===== src/rtl/sha256_msg_schedule.sv =====
// SHA-256 message schedule: loads 16 words, streams W[0..63]
// from a 16-word sliding window with valid/ready backpressure.
module sha256_msg_schedule #(
  parameter int WORD_W = 32,
  parameter int ROUNDS = 64
) (
  input  logic              CLK,
  input  logic              RESET,
  input  logic              ABORT,
  input  logic [WORD_W-1:0] WORD_IN,
  input  logic              WORD_VALID,
  output logic              WORD_READY,
  output logic [WORD_W-1:0] W_OUT,
  output logic [5:0]        W_ROUND,
  output logic              W_VALID,
  input  logic              W_READY,
  output logic              BLOCK_DONE,
  output logic              BUSY
);

  typedef enum logic [1:0] {
    S_LOAD = 2'd0,
    S_RUN  = 2'd1,
    S_DONE = 2'd2
  } state_t;

  localparam logic [5:0] LAST = 6'(ROUNDS - 1);

  state_t            r_state;
  logic [3:0]        r_lcnt;
  logic [5:0]        r_rcnt;
  logic [WORD_W-1:0] r_win [16];

  logic              w_load_acc;
  logic              w_run_acc;
  logic              w_shift;
  logic [WORD_W-1:0] w_next;
  logic [WORD_W-1:0] w_in;

  function automatic logic [31:0] sig0(input logic [31:0] x);
    sig0 = {x[6:0], x[31:7]} ^ {x[17:0], x[31:18]} ^ (x >> 3);
  endfunction

  function automatic logic [31:0] sig1(input logic [31:0] x);
    sig1 = {x[16:0], x[31:17]} ^ {x[18:0], x[31:19]} ^ (x >> 10);
  endfunction

  assign w_load_acc = (r_state == S_LOAD) && WORD_VALID;
  assign w_run_acc  = (r_state == S_RUN) && W_READY;
  assign w_shift    = !ABORT && (w_load_acc || w_run_acc);

  assign w_next = sig1(r_win[14]) + r_win[9]
                + sig0(r_win[1]) + r_win[0];
  assign w_in   = (r_state == S_LOAD) ? WORD_IN : w_next;

  // Window: shift oldest out, new message or expanded word in
  always_ff @(posedge CLK or negedge RESET) begin
    if (!RESET) begin
      for (int i = 0; i < 16; i++) r_win[i] <= '0;
    end else if (w_shift) begin
      for (int i = 0; i < 15; i++) r_win[i] <= r_win[i+1];
      r_win[15] <= w_in;
    end
  end

  // Control FSM with load and round counters
  always_ff @(posedge CLK or negedge RESET) begin
    if (!RESET) begin
      r_state <= S_LOAD;
      r_lcnt  <= '0;
      r_rcnt  <= '0;
    end else if (ABORT) begin
      r_state <= S_LOAD;
      r_lcnt  <= '0;
      r_rcnt  <= '0;
    end else begin
      unique case (r_state)
        S_LOAD: begin
          if (WORD_VALID) begin
            if (r_lcnt == 4'd15) begin
              r_lcnt  <= '0;
              r_rcnt  <= '0;
              r_state <= S_RUN;
            end else begin
              r_lcnt <= r_lcnt + 4'd1;
            end
          end
        end
        S_RUN: begin
          if (W_READY) begin
            r_rcnt <= r_rcnt + 6'd1;
            if (r_rcnt == LAST) begin
              r_rcnt  <= '0;
              r_state <= S_DONE;
            end
          end
        end
        S_DONE: begin
          r_lcnt  <= '0;
          r_state <= S_LOAD;
        end
        default: begin
          r_state <= S_LOAD;
        end
      endcase
    end
  end

  assign WORD_READY = (r_state == S_LOAD);
  assign W_VALID    = (r_state == S_RUN);
  assign W_OUT      = W_VALID ? r_win[0] : '0;
  assign W_ROUND    = W_VALID ? r_rcnt : '0;
  assign BLOCK_DONE = (r_state == S_DONE);
  assign BUSY       = (r_state != S_LOAD);

endmodule

===== config.mk =====
export PLATFORM = sky130hd
export DESIGN_NAME = sha256_msg_schedule
export DESIGN_NICKNAME = d
export VERILOG_FILES = /design/src/rtl/sha256_msg_schedule.sv
export SDC_FILE = /design/constraint.sdc
export NUM_CORES = 1
export LEC_CHECK = 0
export BUFFER_PORTS_ARGS = -buffer_cell sky130_fd_sc_hd__buf_2
export CAP_MARGIN = 0
export CORE_AREA = 2 2 202 204
export CTS_BUF_LIST = sky130_fd_sc_hd__clkbuf_16
export DETAILED_ROUTE_END_ITERATION = 8
export DIE_AREA = 0 0 204 206
export GPL_TIMING_DRIVEN = 0
export HOLD_SLACK_MARGIN = 0.1
export PLACE_DENSITY_LB_ADDON = 0.12
export SLEW_MARGIN = 5
export SYNTH_ARGS = -nofsm -noshare
export SYNTH_HDL_FRONTEND = slang
export SYNTH_SLANG_ARGS = --single-unit

===== constraint.sdc =====
create_clock -name CLK -period 5.5 [get_ports CLK]
set_input_delay 1.1 -clock CLK [delete_from_list [all_inputs] [get_ports CLK]]
set_output_delay 1.1 -clock CLK [all_outputs]
set_load 0.02 [all_outputs]

==> metrics.csv, run 1 <==
metric,value,unit
status,"complete, no violations",
H-tree depth,2,
number of synthesized register bits,524,
chip height,206,um
DR pass1 iterations,6,
hold path start,r_win[323],
share of cells above drive strength 1,6.44,%
Root Buffer,clkbuf_16,
CTS Buffer Depth,3,
DRT Wirelength,68800,um
grt met2 use,52.9,%
GRT met1 Usage,47.5,%
GRT overflow,0,
number of nets with antenna violations after routing,0,
Ant. Diodes,0,
global route hottest layer,met2,
Synth Flop Type,dfrtp_1,
crit path kind,reg -> reg,
Worst slew margin,16.9,%
Buf/Inv on CP,2,
WP data arrival,5.44,ns
largest cells by area after synthesis,"dfrtp_1 54%, nand2_1 20%, fa_1 5.1%",
worst hold path class,reg -> reg,
TritonCTS buffer count,52,
Worst Hold Slack,0.464,ns
Yosys Warn Count,0,
Initial Util,60.7,%
power density cells,539,nW/um^2
die footprint,42000,um^2
Cell Rows,74,
area post-placement,25600,um^2
routability congestion estimate,1.01,
endpoints failing setup,0,
Final Cell Area,27200,um^2
DRT iter0 DRCs,1757,
Post-DP HPWL,51800,um
clock sinks,524,
most frequent cells in the layout,"1,319 x nand2_1, 524 x dfrtp_1, 142 x inv_1",
static leakage,14.5,nW
DP Worst Slack,0.708,ns
final core utilization,67.6,%
initial antenna violation count,0,
nets,3058,
first-pass GRT wire length,106000,um
Post-synth EDFFs,0,
"CP delay by family, top",adder cells,
final setup margin,0.530,ns
post-DR vias/cell,5.37,
"Hold Vio Cnt, Final",0,
number of global-route vias before repair,18300,
clk_lat worst skew,0.60,ns
Max VDD drop,0.000292,V
Synthesized Nets,2922,
Fmax,201,MHz
CP max stage cell,clkbuf_1,
Setup crit start,r_win[50],
io pins,79,
IO buf count,78,
"commonest non-fill, non-tap cell in the layout",nand2_1,
Synth Cell Area,24400,um^2
Max-Cap Viols,0,
synthesized area per cell,8.74,um^2
Die Width,204,um
wire per inst,19.7,um
post-CTS sizing,0,
dpl cells,3404,
clock tree from TritonCTS,built,
Setup TNS,0,ns
"Req. time, crit path",5.97,ns
Reg-to-Reg Start,r_win[50],
RSZ-0062 raised after global routing,no,
area grow syn2layout,11.5,%
Tot Pwr,14.7,mW
pin count of the biggest net entering global routing,121,
"Max FO, Critical Path",6,
Residual DRC,0,
cells after synthesis,2790,
worst slew pin tran,1.25,ns
register area share after synthesis,53.8,%
crit end category,register,
Hold Buf Count CTS,0,
Final Max Slew Viols,0,
Core ar.,40200,um^2
post-synth top area share,53.8,%
cell taking the most area after synthesis,dfrtp_1,
Post-CTS Repair Setup Buffers,0,
via count,18800,
Fin Clk Skew,0.0144,ns
period utilisation layout,90.4,%
worst path cell trace,"clkbuf_1, xor2_1, xnor2_1, fa_1, fa_1, inv_1, ha_1, nand4_1, nor2b_1, a211o_1, a21oi_1, o21ai_1, a211oi_1, mux2i_1, nand3_1",
min Tclk post-route,4.97,ns
Layout Cells excl Fill,3497,
Fill cells,3262,
Worst setup SP type,register,
Synth cell types,55,
slowest cell delay on critical path,0.65,ns
"Reg clk slew, reported paths",0.06,ns
GR Util met3,4.26,%
fraction of registers with async set or reset after synthesis,100,%
CP most frequent cell,fa_1,
global-route total usage across every layer,33.9,%
Yosys cell counts (3+ instances only):
library cell / count
xnor2_1: 86
a21oi_1: 63
o21ai_0: 91
a31oi_1: 7
dfrtp_1: 524
buf_1: 5
nand3_1: 23
ha_1: 33
o21ai_1: 27
nand4_1: 5
inv_1: 129
clkbuf_1: 139
and2_1: 12
or3_1: 3
o31ai_1: 4
and3_1: 21
nand2_1: 1319
nor3_1: 12
mux2i_1: 7
nor2b_1: 6
fa_1: 62
nor2_1: 71
xor2_1: 56
o21bai_1: 5
o21a_1: 4
a21o_1: 11
buf_2: 29
cell families (layout without fill, tap and decap cells):
| group | after synthesis | in the layout | share of synthesized area, % |
|---|---|---|---|
| and+or+nand+nor | 1479 | 1479 | 23.5 |
| DFF | 524 | 524 | 53.8 |
| buffers and inverters | 303 | 478 | 4.81 |
| AOI/OAI and AO/OA | 240 | 240 | 5.73 |
| xor gates and xnor gates | 142 | 142 | 5.10 |
| adders and majority gates | 95 | 95 | 6.78 |
| muxes | 7 | 7 | 0.287 |
sequential cells by signal, summed over array words and instances (netlist names):
| signal | flops |
|---|---|
| r_rcnt | 6 |
| r_win | 512 |
| r_state | 2 |
| r_lcnt | 4 |
worst reg2reg max path: cells and delay by family, from the launching register on:
family	cells	cell delay (ns)
AOI/OAI and AO/OA	4	1.24
xor gates and xnor gates	2	0.50
adders and majority gates	3	1.44
buffers and inverters	2	0.72
DFF	1	0.32
muxes	1	0.29
and+or+nand+nor	3	0.33
power by group:
group	leakage [nW]	internal [mW]	switching [mW]
logic	6.70	2.24	3.94
registers	6.97	4.59	0.507
clock network	0.845	1.91	1.48
per-layer routing:
metal / vias to the layer above / share of wire [%]
li1: 8877 / -
met1: 9165 / 43
met2: 604 / 45
met3: 146 / 6.0
met4: 0 / 5.6
met5: - / 0
path summary, 6_finish.rpt:
path | endpoint | slack, ns | cells after the start
setup reg to reg | r_win[30] | 0.53 | 15
setup / recovery | r_win[30] | 0.53 | 15
min in group asynchronous | r_win[370] | 0.52 | 1
hold / removal | r_win[355] | 0.46 | 2
max in group asynchronous | r_rcnt[2] | 3.50 | 3
hold reg to reg | r_win[355] | 0.46 | 2
cell type report:
type                    count  area, um^2  share of cell area, %
plain buffers             173         686                   2.52
clock buffers              52        1300                   4.79
clock inverters            41         317                   1.16
inverters                 130         488                   1.80
multi-input cells        1963       10100                   37.2
flip-flops and latches    524       13100                   48.2
well taps                 532         666                   2.45
repair buffers             82         510                   1.88
Power figures use the tool's default switching activity.
==> run 2, diff against run 1 <==
Settings changed: CORE_AREA 2 2 202 204 to 8 8 208 210, DIE_AREA 0 0 204 206 to 0 0 216 218.
==> metrics.csv, run 2 (synthesized netlist as in run 1, its figures left out) <==
metric,value,unit
biggest registers after layout,"r_win x512, r_rcnt x6, r_lcnt x4",
"commonest non-fill, non-tap cell in the layout",nand2_1,
Core ar.,40200,um^2
most frequent cells in the layout,"1,319 x nand2_1, 524 x dfrtp_1, 141 x inv_1",
clock network power share,23.0,%
Setup crit start,r_win[51],
area grow syn2layout,11.5,%
endpoints failing setup,0,
Internal Power,8.68,mW
Max-Cap Viols,0,
H-tree depth,2,
DRT iter0 DRCs,1946,
number of nets with antenna violations after routing,0,
TritonCTS buffer count,53,
crit path kind,reg -> reg,
"Reg clk slew, reported paths",0.07,ns
Max VDD drop,0.000300,V
Ant. Diodes,0,
Worst slew margin,19.4,%
Tot Pwr,14.7,mW
Fin Clk Skew,0.0160,ns
via count,19000,
GRT overflow,0,
Net Sw Frac,40.9,%
worst slew pin tran,1.21,ns
max reg flops,512,
Layout Cells excl Fill,3504,
static leakage,14.5,nW
Root Buffer,clkbuf_16,
IO buf count,78,
final core utilization,67.7,%
clock sinks,524,
Residual DRC,0,
worst hold path class,in -> async,
Initial Util,60.7,%
"Max FO, Critical Path",5,
status,"complete, no violations",
pin count of the biggest net entering global routing,122,
Fmax,204,MHz
Comb power frac,42.2,%
routability congestion estimate,0.993,
Reg-to-Reg Start,r_win[51],
die footprint,47100,um^2
clock tree from TritonCTS,built,
number of global-route vias before repair,19100,
Cell Rows,74,
min Tclk post-route,4.90,ns
flop2flop setup slack,0.60,ns
share of power burned in registers,34.7,%
Setup TNS,0,ns
post-CTS sizing,0,
global-route total usage across every layer,30.1,%
initial antenna violation count,0,
nets,3059,
Worst setup SP type,register,
Die Width,216,um
period utilisation layout,89.1,%
Reg2Reg Depth,15,
Final Cell Area,27200,um^2
chip height,218,um
"Hold Vio Cnt, Final",0,
crit path to,r_win[30],
wire per inst,20.0,um
first-pass GRT wire length,109000,um
Switch Pwr,6.00,mW
DRT Wirelength,70000,um
dpl cells,3404,
crit end category,register,
"Req. time, crit path",6.00,ns
Post-DP HPWL,52600,um
Final Max Slew Viols,0,
Top reg by flops,r_win,
CTS Buffer Depth,3,
worst r2r dst,r_win[30],
WP data arrival,5.39,ns
RSZ-0062 raised after global routing,no,
io pins,79,
area post-placement,25600,um^2
Hold Buf Count CTS,0,
power density cells,540,nW/um^2
Post-CTS Repair Setup Buffers,0,
DR pass1 iterations,5,
clk_lat worst skew,0.61,ns
post-DR vias/cell,5.43,
share of cells above drive strength 1,6.70,%
[run 2: cell type report]
| class | count | area (um^2) |
|---|---|---|
| inverter | 130 | 488 |
| buffer | 173 | 686 |
| clock buffer | 54 | 1350 |
| sequential | 524 | 13100 |
| tap | 532 | 666 |
| timing repair buffer | 82 | 510 |
| multi-input combinational | 1963 | 10100 |
| clock inverter | 46 | 275 |
| fill | 3276 | 13000 |
[run 2: power by group through the flow]
stage / logic (mW) / clock network, mW / registers [mW]
floorplan: 4.33 / 0 / 4.95
global placement: 5.88 / 0 / 5.14
detailed placement: 5.96 / 0 / 5.15
CTS: 6.04 / 3.43 / 5.09
global route: 6.85 / 3.59 / 5.17
finish: 6.20 / 3.38 / 5.10
[run 2: layer usage]
layer | GRT usage, % | wire (um)
met2 | 47.0 | 31700
met4 | 15.1 | 3830
met3 | 5.45 | 4650
met5 | 0 | 0
met1 | 40.6 | 29800
[run 2: metrics by stage]
stage	hold slack (ns)	setup WS (ns)
floorplan	0.439	1.64
global placement	0.444	-6.92
detailed placement	0.452	0.676
CTS	0.402	0.656
global route	0.420	0.466
finish	0.407	0.602
[run 2: how the worst min path moves through the flow]
stage                           from    endpoint  slack [ns]  cells past startpoint
after global placement     r_win[11]   r_win[43]        0.44                      2
after global routing           RESET  r_win[339]        0.42                      1
final                          RESET  r_win[334]        0.41                      1
after CTS                      RESET  r_win[334]        0.40                      1
after detailed placement  r_win[322]  r_win[354]        0.45                      2
after floorplan            r_win[68]  r_win[100]        0.44                      2
[run 2: critical path, cell delays in order (launching register included)]
cell	delay (ns)
dfrtp_1	0.32
clkbuf_1	0.55
xor2_1	0.26
xnor2_1	0.17
fa_1	0.47
fa_1	0.62
inv_1	0.06
ha_1	0.31
a211oi_2	0.27
o21ai_1	0.19
a211o_1	0.34
a21oi_1	0.27
o21ai_1	0.19
a211oi_1	0.41
mux2i_1	0.26
nand3_1	0.09
==> run 3, diff against run 2 <==
Settings changed: CORE_AREA 8 8 208 210 to 8 8 200 202, DIE_AREA 0 0 216 218 to 0 0 208 210.
Clock period 5.5 ns to 6.3 ns, I/O delays scaled along.
==> metrics.csv, run 3 (synthesized netlist as in run 1, its figures left out) <==
metric,value,unit
"Reg clk slew, reported paths",0.06,ns
"Hold Vio Cnt, Final",0,
Fmax,207,MHz
worst slew pin tran,1.23,ns
die footprint,43700,um^2
static leakage,14.5,nW
clock tree from TritonCTS,built,
Fin Clk Skew,0.0134,ns
"Max FO, Critical Path",5,
via count,19100,
final setup margin,1.47,ns
crit end category,register,
DP Worst Slack,1.55,ns
DRT Wirelength,69300,um
WP data arrival,5.31,ns
slowest cell delay on critical path,0.61,ns
share of cells above drive strength 1,6.59,%
wire per inst,20.1,um
Post-CTS Repair Setup Buffers,0,
Max VDD drop,0.000279,V
Cell Rows,71,
DRT iter0 DRCs,1495,
CP max stage cell,fa_1,
worst hold path class,reg -> reg,
RSZ-0062 raised after global routing,no,
CTS Buffer Depth,3,
status,"complete, no violations",
clk_lat worst skew,0.60,ns
Setup TNS,0,ns
"Req. time, crit path",6.78,ns
post-DR vias/cell,5.55,
worst path cell trace,"clkbuf_1, xor2_1, xnor2_1, fa_1, fa_1, inv_1, ha_1, a211oi_2, o21ai_1, a211o_1, a21oi_1, o21ai_1, a211oi_1, mux2i_1, nand3_1",
number of nets with antenna violations after routing,0,
DR pass1 iterations,5,
Core ar.,37000,um^2
max reg flops,512,
endpoints failing setup,0,
first-pass GRT wire length,109000,um
Top reg by flops,r_win,
"CP delay by family, top",compound AO/OA/AOI/OAI gates,
IO buf count,78,
Post-DP HPWL,52000,um
"commonest non-fill, non-tap cell in the layout",nand2_1,
number of global-route vias before repair,19300,
Residual DRC,0,
power density cells,473,nW/um^2
Die Width,208,um
nets,3060,
Worst slew margin,18.2,%
min Tclk post-route,4.83,ns
post-CTS sizing,0,
GRT overflow,0,
routability congestion estimate,1.03,
pin count of the biggest net entering global routing,121,
clock sinks,524,
io pins,79,
area grow syn2layout,11.3,%
Max-Cap Viols,0,
chip height,210,um
Buf/Inv on CP,2,
TritonCTS buffer count,54,
period utilisation layout,76.7,%
Root Buffer,clkbuf_16,
Hold Buf Count CTS,0,
Worst setup SP type,register,
biggest registers after layout,"r_win x512, r_rcnt x6, r_lcnt x4",
most frequent cells in the layout,"1,319 x nand2_1, 524 x dfrtp_1, 139 x clkbuf_1",
Initial Util,66.0,%
global-route total usage across every layer,32.4,%
crit path kind,reg -> reg,
Final Max Slew Viols,0,
initial antenna violation count,1,
H-tree depth,2,
-- run 3: worst paths after layout --
check | start | end | slack (ns) | cells past startpoint
max | r_win[51] | r_win[30] | 1.47 | 15
max reg2reg | r_win[51] | r_win[30] | 1.47 | 15
min reg2reg | r_win[224] | r_win[256] | 0.46 | 2
min in group asynchronous | RESET | r_win[335] | 0.66 | 1
min | r_win[224] | r_win[256] | 0.46 | 2
max in group asynchronous | RESET | r_rcnt[2] | 4.14 | 3
-- run 3: layout make-up --
cell class,count,area (um^2)
timing repair buffer,82,510
sequential,524,13100
multi-input combinational,1963,10100
antenna,1,2.50
fill,2732,9800
clock inverter,47,285
buffer,173,686
tap,474,593
clock buffer,55,1380
inverter,130,488
-- run 3: worst register-to-register path: stages, from the launching register on --
cell and delay, ns:
dfrtp_1 0.32, clkbuf_1 0.57, xor2_1 0.17, xnor2_1 0.23, fa_1 0.47, fa_1 0.61
inv_1 0.06, ha_1 0.31, a211oi_2 0.24, o21ai_1 0.18, a211o_1 0.35, a21oi_1 0.24
o21ai_1 0.17, a211oi_1 0.40, mux2i_1 0.27, nand3_1 0.11
-- run 3: where the power goes --
group	switching [mW]	internal [mW]	leakage [nW]
Combinational	3.42	1.96	6.70
Sequential	0.457	4.01	6.97
Clock	1.33	1.67	0.860
-- run 3: metal layers --
layer,share of wire (%),GRT usage [%],up-vias
met2,45,50.4,739
met1,41,43.2,9331
met5,0,0,-
li1,-,-,8885
met3,7.2,5.53,191
met4,6.4,18.6,0
-- run 3: metrics by stage --
stage          util, %  instance area, um^2  cells  hold WS [ns]  power [mW]
3_3_place_gp      68.7                25400   3342         0.446        9.59
5_1_grt           73.5                27200   3449         0.476        13.6
6_report          73.5                27200   3449         0.464        12.8
4_1_cts           73.5                27200   3448         0.462        12.7
3_5_place_dp      69.0                25500   3346         0.450        9.69
2_1_floorplan        -                24400   2790         0.439        8.10
